`src/rtl/fft_input_loader.sv`:
```
// Collects a stream of complex samples into 32-sample frames held in two ping-pong buffers
// and presents each completed frame, with its latched size code, over a valid/ready handshake.
module fft_input_loader #(
    parameter int formatWidth = 9
) (
    input  logic                        clk,
    input  logic                        rst,
    input  logic                        s_valid,
    output logic                        s_ready,
    input  logic [formatWidth-1:0]      s_real,
    input  logic [formatWidth-1:0]      s_imag,
    input  logic                        s_last,
    input  logic [11:0]                 fft_size,
    output logic                        frame_valid,
    input  logic                        frame_ready,
    output logic [formatWidth*32-1:0]   frame_real,
    output logic [formatWidth*32-1:0]   frame_imag,
    output logic [11:0]                 frame_fft_size,
    output logic                        start,
    output logic                        frame_err
);

    localparam int FW = formatWidth * 32;

    logic [1:0]             full;
    logic [1:0]             full_next;
    logic                   wr_sel;
    logic                   rd_sel;
    logic [4:0]             wr_cnt;

    logic [formatWidth-1:0] buf_re [2][32];
    logic [formatWidth-1:0] buf_im [2][32];
    logic [11:0]            buf_size [2];

    logic [FW-1:0]          rd_re;
    logic [FW-1:0]          rd_im;
    logic [FW-1:0]          hold_re;
    logic [FW-1:0]          hold_im;
    logic [11:0]            hold_size;

    logic                   accept;
    logic                   at_end;
    logic                   commit;
    logic                   err_next;
    logic                   xfer;

    assign s_ready     = ~full[wr_sel];
    assign frame_valid = full[rd_sel];
    assign accept      = s_valid & s_ready;
    assign at_end      = (wr_cnt == 5'd31);
    assign commit      = accept & at_end;
    // Error whenever s_last disagrees with the slot count: early last or missing last.
    assign err_next    = accept & (at_end ^ s_last);
    assign xfer        = frame_valid & frame_ready;
    assign start       = xfer;

    always_comb begin
        full_next = full;
        if (xfer)
            full_next[rd_sel] = 1'b0;
        if (commit)
            full_next[wr_sel] = 1'b1;
    end

    always_ff @(posedge clk) begin
        if (rst) begin
            full      <= 2'b00;
            wr_sel    <= 1'b0;
            rd_sel    <= 1'b0;
            wr_cnt    <= 5'd0;
            frame_err <= 1'b0;
        end else begin
            full      <= full_next;
            frame_err <= err_next;
            if (accept)
                wr_cnt <= (commit || s_last) ? 5'd0 : wr_cnt + 5'd1;
            if (commit)
                wr_sel <= ~wr_sel;
            if (xfer)
                rd_sel <= ~rd_sel;
        end
    end

    // Sample storage carries no reset; s_ready keeps a FULL buffer from being written.
    always_ff @(posedge clk) begin
        if (accept) begin
            buf_re[wr_sel][wr_cnt] <= s_real;
            buf_im[wr_sel][wr_cnt] <= s_imag;
            if (wr_cnt == 5'd0)
                buf_size[wr_sel] <= fft_size;
        end
    end

    always_comb begin
        rd_re = '0;
        rd_im = '0;
        for (int k = 0; k < 32; k++) begin
            rd_re[k*formatWidth +: formatWidth] = buf_re[rd_sel][k];
            rd_im[k*formatWidth +: formatWidth] = buf_im[rd_sel][k];
        end
    end

    // Buses keep showing the last presented frame once the buffer is released.
    always_ff @(posedge clk) begin
        if (rst) begin
            hold_re   <= '0;
            hold_im   <= '0;
            hold_size <= 12'd0;
        end else if (frame_valid) begin
            hold_re   <= rd_re;
            hold_im   <= rd_im;
            hold_size <= buf_size[rd_sel];
        end
    end

    assign frame_real     = frame_valid ? rd_re            : hold_re;
    assign frame_imag     = frame_valid ? rd_im            : hold_im;
    assign frame_fft_size = frame_valid ? buf_size[rd_sel] : hold_size;

endmodule
```
`config.mk`:
```
export PLATFORM = sky130hd
export DESIGN_NAME = fft_input_loader
export DESIGN_NICKNAME = d
export VERILOG_FILES = /design/src/rtl/fft_input_loader.sv
export SDC_FILE = /design/constraint.sdc
export NUM_CORES = 2
export LEC_CHECK = 0
export BUFFER_PORTS_ARGS = -buffer_cell sky130_fd_sc_hd__buf_2
export CORE_MARGIN = 2
export CORE_UTILIZATION = 45
export DETAILED_ROUTE_END_ITERATION = 6
export GPL_TIMING_DRIVEN = 0
export PLACE_DENSITY = 0.75
export SYNTH_ARGS = -nofsm -noshare
export SYNTH_HDL_FRONTEND = slang
export SYNTH_SLANG_ARGS = --single-unit
```
`constraint.sdc`:
```
create_clock -name clk -period 6 [get_ports clk]
set_clock_uncertainty 0.2 [all_clocks]
set_input_delay 1.5 -clock clk [delete_from_list [all_inputs] [get_ports clk]]
set_output_delay 1.5 -clock clk [all_outputs]
set_load 0.03 [all_outputs]
```
==> impl_results.md <==
* Status: completed
* Post-CTS Setup Inserts at 0
* Antenna violations before repair at 14
* Root Driver: clkbuf_16
* Worst-Skew Late Latency at ~830 ps
* Final wirelength at 188000 um
* RSZ-0062 raised after global routing: false
* Port Buffer Count at between 600 and 700
* Die W at between 300 and 400 um
* Leading cell types by total area after synthesis: edfxtp_1, dfxtp_1, nand2_1
* CP max stage cell: buf_2
* Ys Warns at 0
* Pre-Repair DR Iteration Count at 6
* Area delta synth->final at 19.8%
* Synth Cell Area at between 60000 and 70000 um^2
* Tmin final at 5440 ps
* Commonest non-fill, non-tap cells in the layout: nand2_1, edfxtp_1, buf_2, dfxtp_1, a21oi_1
* Clk buf depth at 3
* TNS Setup at 0 ps
* # IOs at about 630
* Slew Viols, Final at 0
* Vias in the first global route at between 40000 and 50000
* Post-synthesis sequential area ratio at between 70 and 80%
* DRT iter0 DRCs at between 3000 and 4000
* Syn_nets at roughly 5200
* Critical path fanouts, max at 11
* Commonest non-fill, non-tap cell in the layout: nand2_1
* Placed cell count at 7714
* Fin cells at ~8100
* CP delay by family, top: buffers and inverters
* CTS sink count at 1775
* Post-DP HPWL at 127000 um
* Die height at 385 um
* Worst VDD drop at approximately 0.27 mV
* Drc violations at 0
* Pwr dens at roughly 320 nW/um^2
* Final Instance Area at between 70000 and 80000 um^2
* Starting density of the core at between 40% and 50%
* RePlAce Congestion at 0.816
* Area share of the largest cell type after synthesis at between 50% and 60%
* Relative slew slack at 5.12%
* Setup crit end kind: output pin
* CTS Buf Count at approximately 180
* Largest net degree at the start of global routing at 55
* CP Launch Type: register
* Max frequency at roughly 180 MHz
* Final worst-path cycle share at 90.6%
* Worst-margin pin slew at roughly 1400 ps
* H-tree levels at 4
* Crit path kind: register to output pin
* Most used cell along the critical path: buf_2
* Worst path required time at around 4300 ps
* Post-synthesis cell type count at 30
* CP Cell Sequence: mux2i_2 > buf_2 > buf_2 > buf_2 > nand2_1 > nand2_1 > buf_2
* Avg Synthesized Cell Area at approximately 13 um^2
* Worst Path Buf+Inv at 4
* Fin. Hold Viols at 0
* Via Count at roughly 43000
* Fraction of layout cells with a size suffix above 1 at between 20% and 30%
* GRT overflow at 0
* Lkg Pwr at 31.3 nW
* Data arrival time of the critical path at 3740 ps
* # nets final at between 6000 and 7000
* Core area at about 140000 um^2
* Row cnt at 139
* Post_cts resized at 0
* Cells after synthesis at ~5000
* Worst Hold Class: register to register
* Clk pin slew, worst setup/hold paths at around 60 ps
* Cell area after placement at a little over 70000 um^2
* Yosys reg bits at 1775
* First-pass GRT wire length at 267000 um
* Vias per cell at about 5.3
* Final setup vio count at 0
* WL/cell at 23.3 um
* Max Cap Violations at 0
* Antenna Nets Post-Route at 0
* CTS hold repair buffers at 0
* CTS tree: yes
* GRT Overall Usage at about 25%
* Area leader, netlist: edfxtp_1
* Max stage delay on crit path at 560 ps
* Die ar. at between 100000 and 150000 um^2
cells by family (layout without fill, tap and decap cells):
kind of cell               after synthesis  in the layout  synth area share (%)
and+or+nand+nor                       1867           1867                  10.8
buffers and inverters                  277           1303                  1.88
adders and majority gates                5              5                0.0957
muxes                                  590            590                  10.2
DFF                                   1775           1775                  72.4
AOI/OAI and AO/OA                      604            604                  4.65
xor gates and xnor gates                 1              1                0.0134
other                                    0              6                     0
path summary, 6_finish.rpt:
kind | startpoint | to | slack [ps] | depth (start not counted)
max | rd_sel | frame_real[154] | 560 | 7
min reg2reg | hold_im[118] | hold_im[118] | 260 | 2
min | hold_im[118] | hold_im[118] | 260 | 2
max reg2reg | wr_sel | buf_size[0][2] | 2310 | 4
synth_stat cells, drive strengths merged:
cell,count
or3b,2
clkbuf,106
buf,164
nand4,3
xnor2,1
ha,5
nor3b,3
nand3b,3
o311ai,2
edfxtp,1176
or3,2
nand2,1772
nand3,2
inv,7
nor4,1
nor3,3
o21ai,5
a32o,2
dfxtp,599
and3,4
a21oi,594
nor2,70
and3b,1
a31oi,1
mux2i,1
nand4b,1
mux2,589
per-layer routing:
metal  up-vias  track usage [%]  wire length (um)
met1     21069             32.4             75200
met2      1733             40.4             89400
met4        10             11.3              8300
li1      19607                -                 -
met5         -                0                61
met3       391             4.54             14700
stage by stage:
step,util (%),setup slack [ps],total power [mW],hold slack (ps)
2_1_floorplan,-,2350,13.4,240
3_3_place_gp,49.3,-88.9,13.7,246
3_5_place_dp,50.2,998,13.7,252
4_1_cts,54.5,426,24.9,260
5_1_grt,54.5,352,25.4,275
6_report,54.5,561,24.8,257
flip-flops by register name, indices dropped and copies added, names as in the netlist, named ones only:
register / count
wr_sel: 1
buf_im: 576
full: 2
rd_sel: 1
wr_cnt: 5
buf_re: 576
hold_size: 12
hold_im: 288
buf_size: 24
frame_err: 1
hold_re: 288
worst min-delay path, cell delays in order (launching register included):
cell and delay [ps]:
dfxtp_1 300, nand2_1 60, a21oi_1 50
layout make-up:
| cell class | instances | area, um^2 |
|---|---|---|
| Antenna cell | 6 | 15.0 |
| Buffer | 270 | 1200 |
| Clock buffer | 257 | 5010 |
| Clock inverter | 77 | 1060 |
| Fill cell | 11571 | 65500 |
| Inverter | 7 | 26.3 |
| Multi-Input combinational cell | 3067 | 17000 |
| Sequential cell | 1775 | 47300 |
| Tap cell | 1903 | 2380 |
| Timing Repair Buffer | 692 | 4340 |
power by group:
group | switching, mW | total (mW) | internal, mW
clock network | 4.82 | 11.4 | 6.53
registers | 0.00467 | 13.0 | 13.0
logic | 0.339 | 0.406 | 0.0671
total | 5.17 | 24.8 | 19.6
No activity file was read; power rests on OpenSTA's default activity.
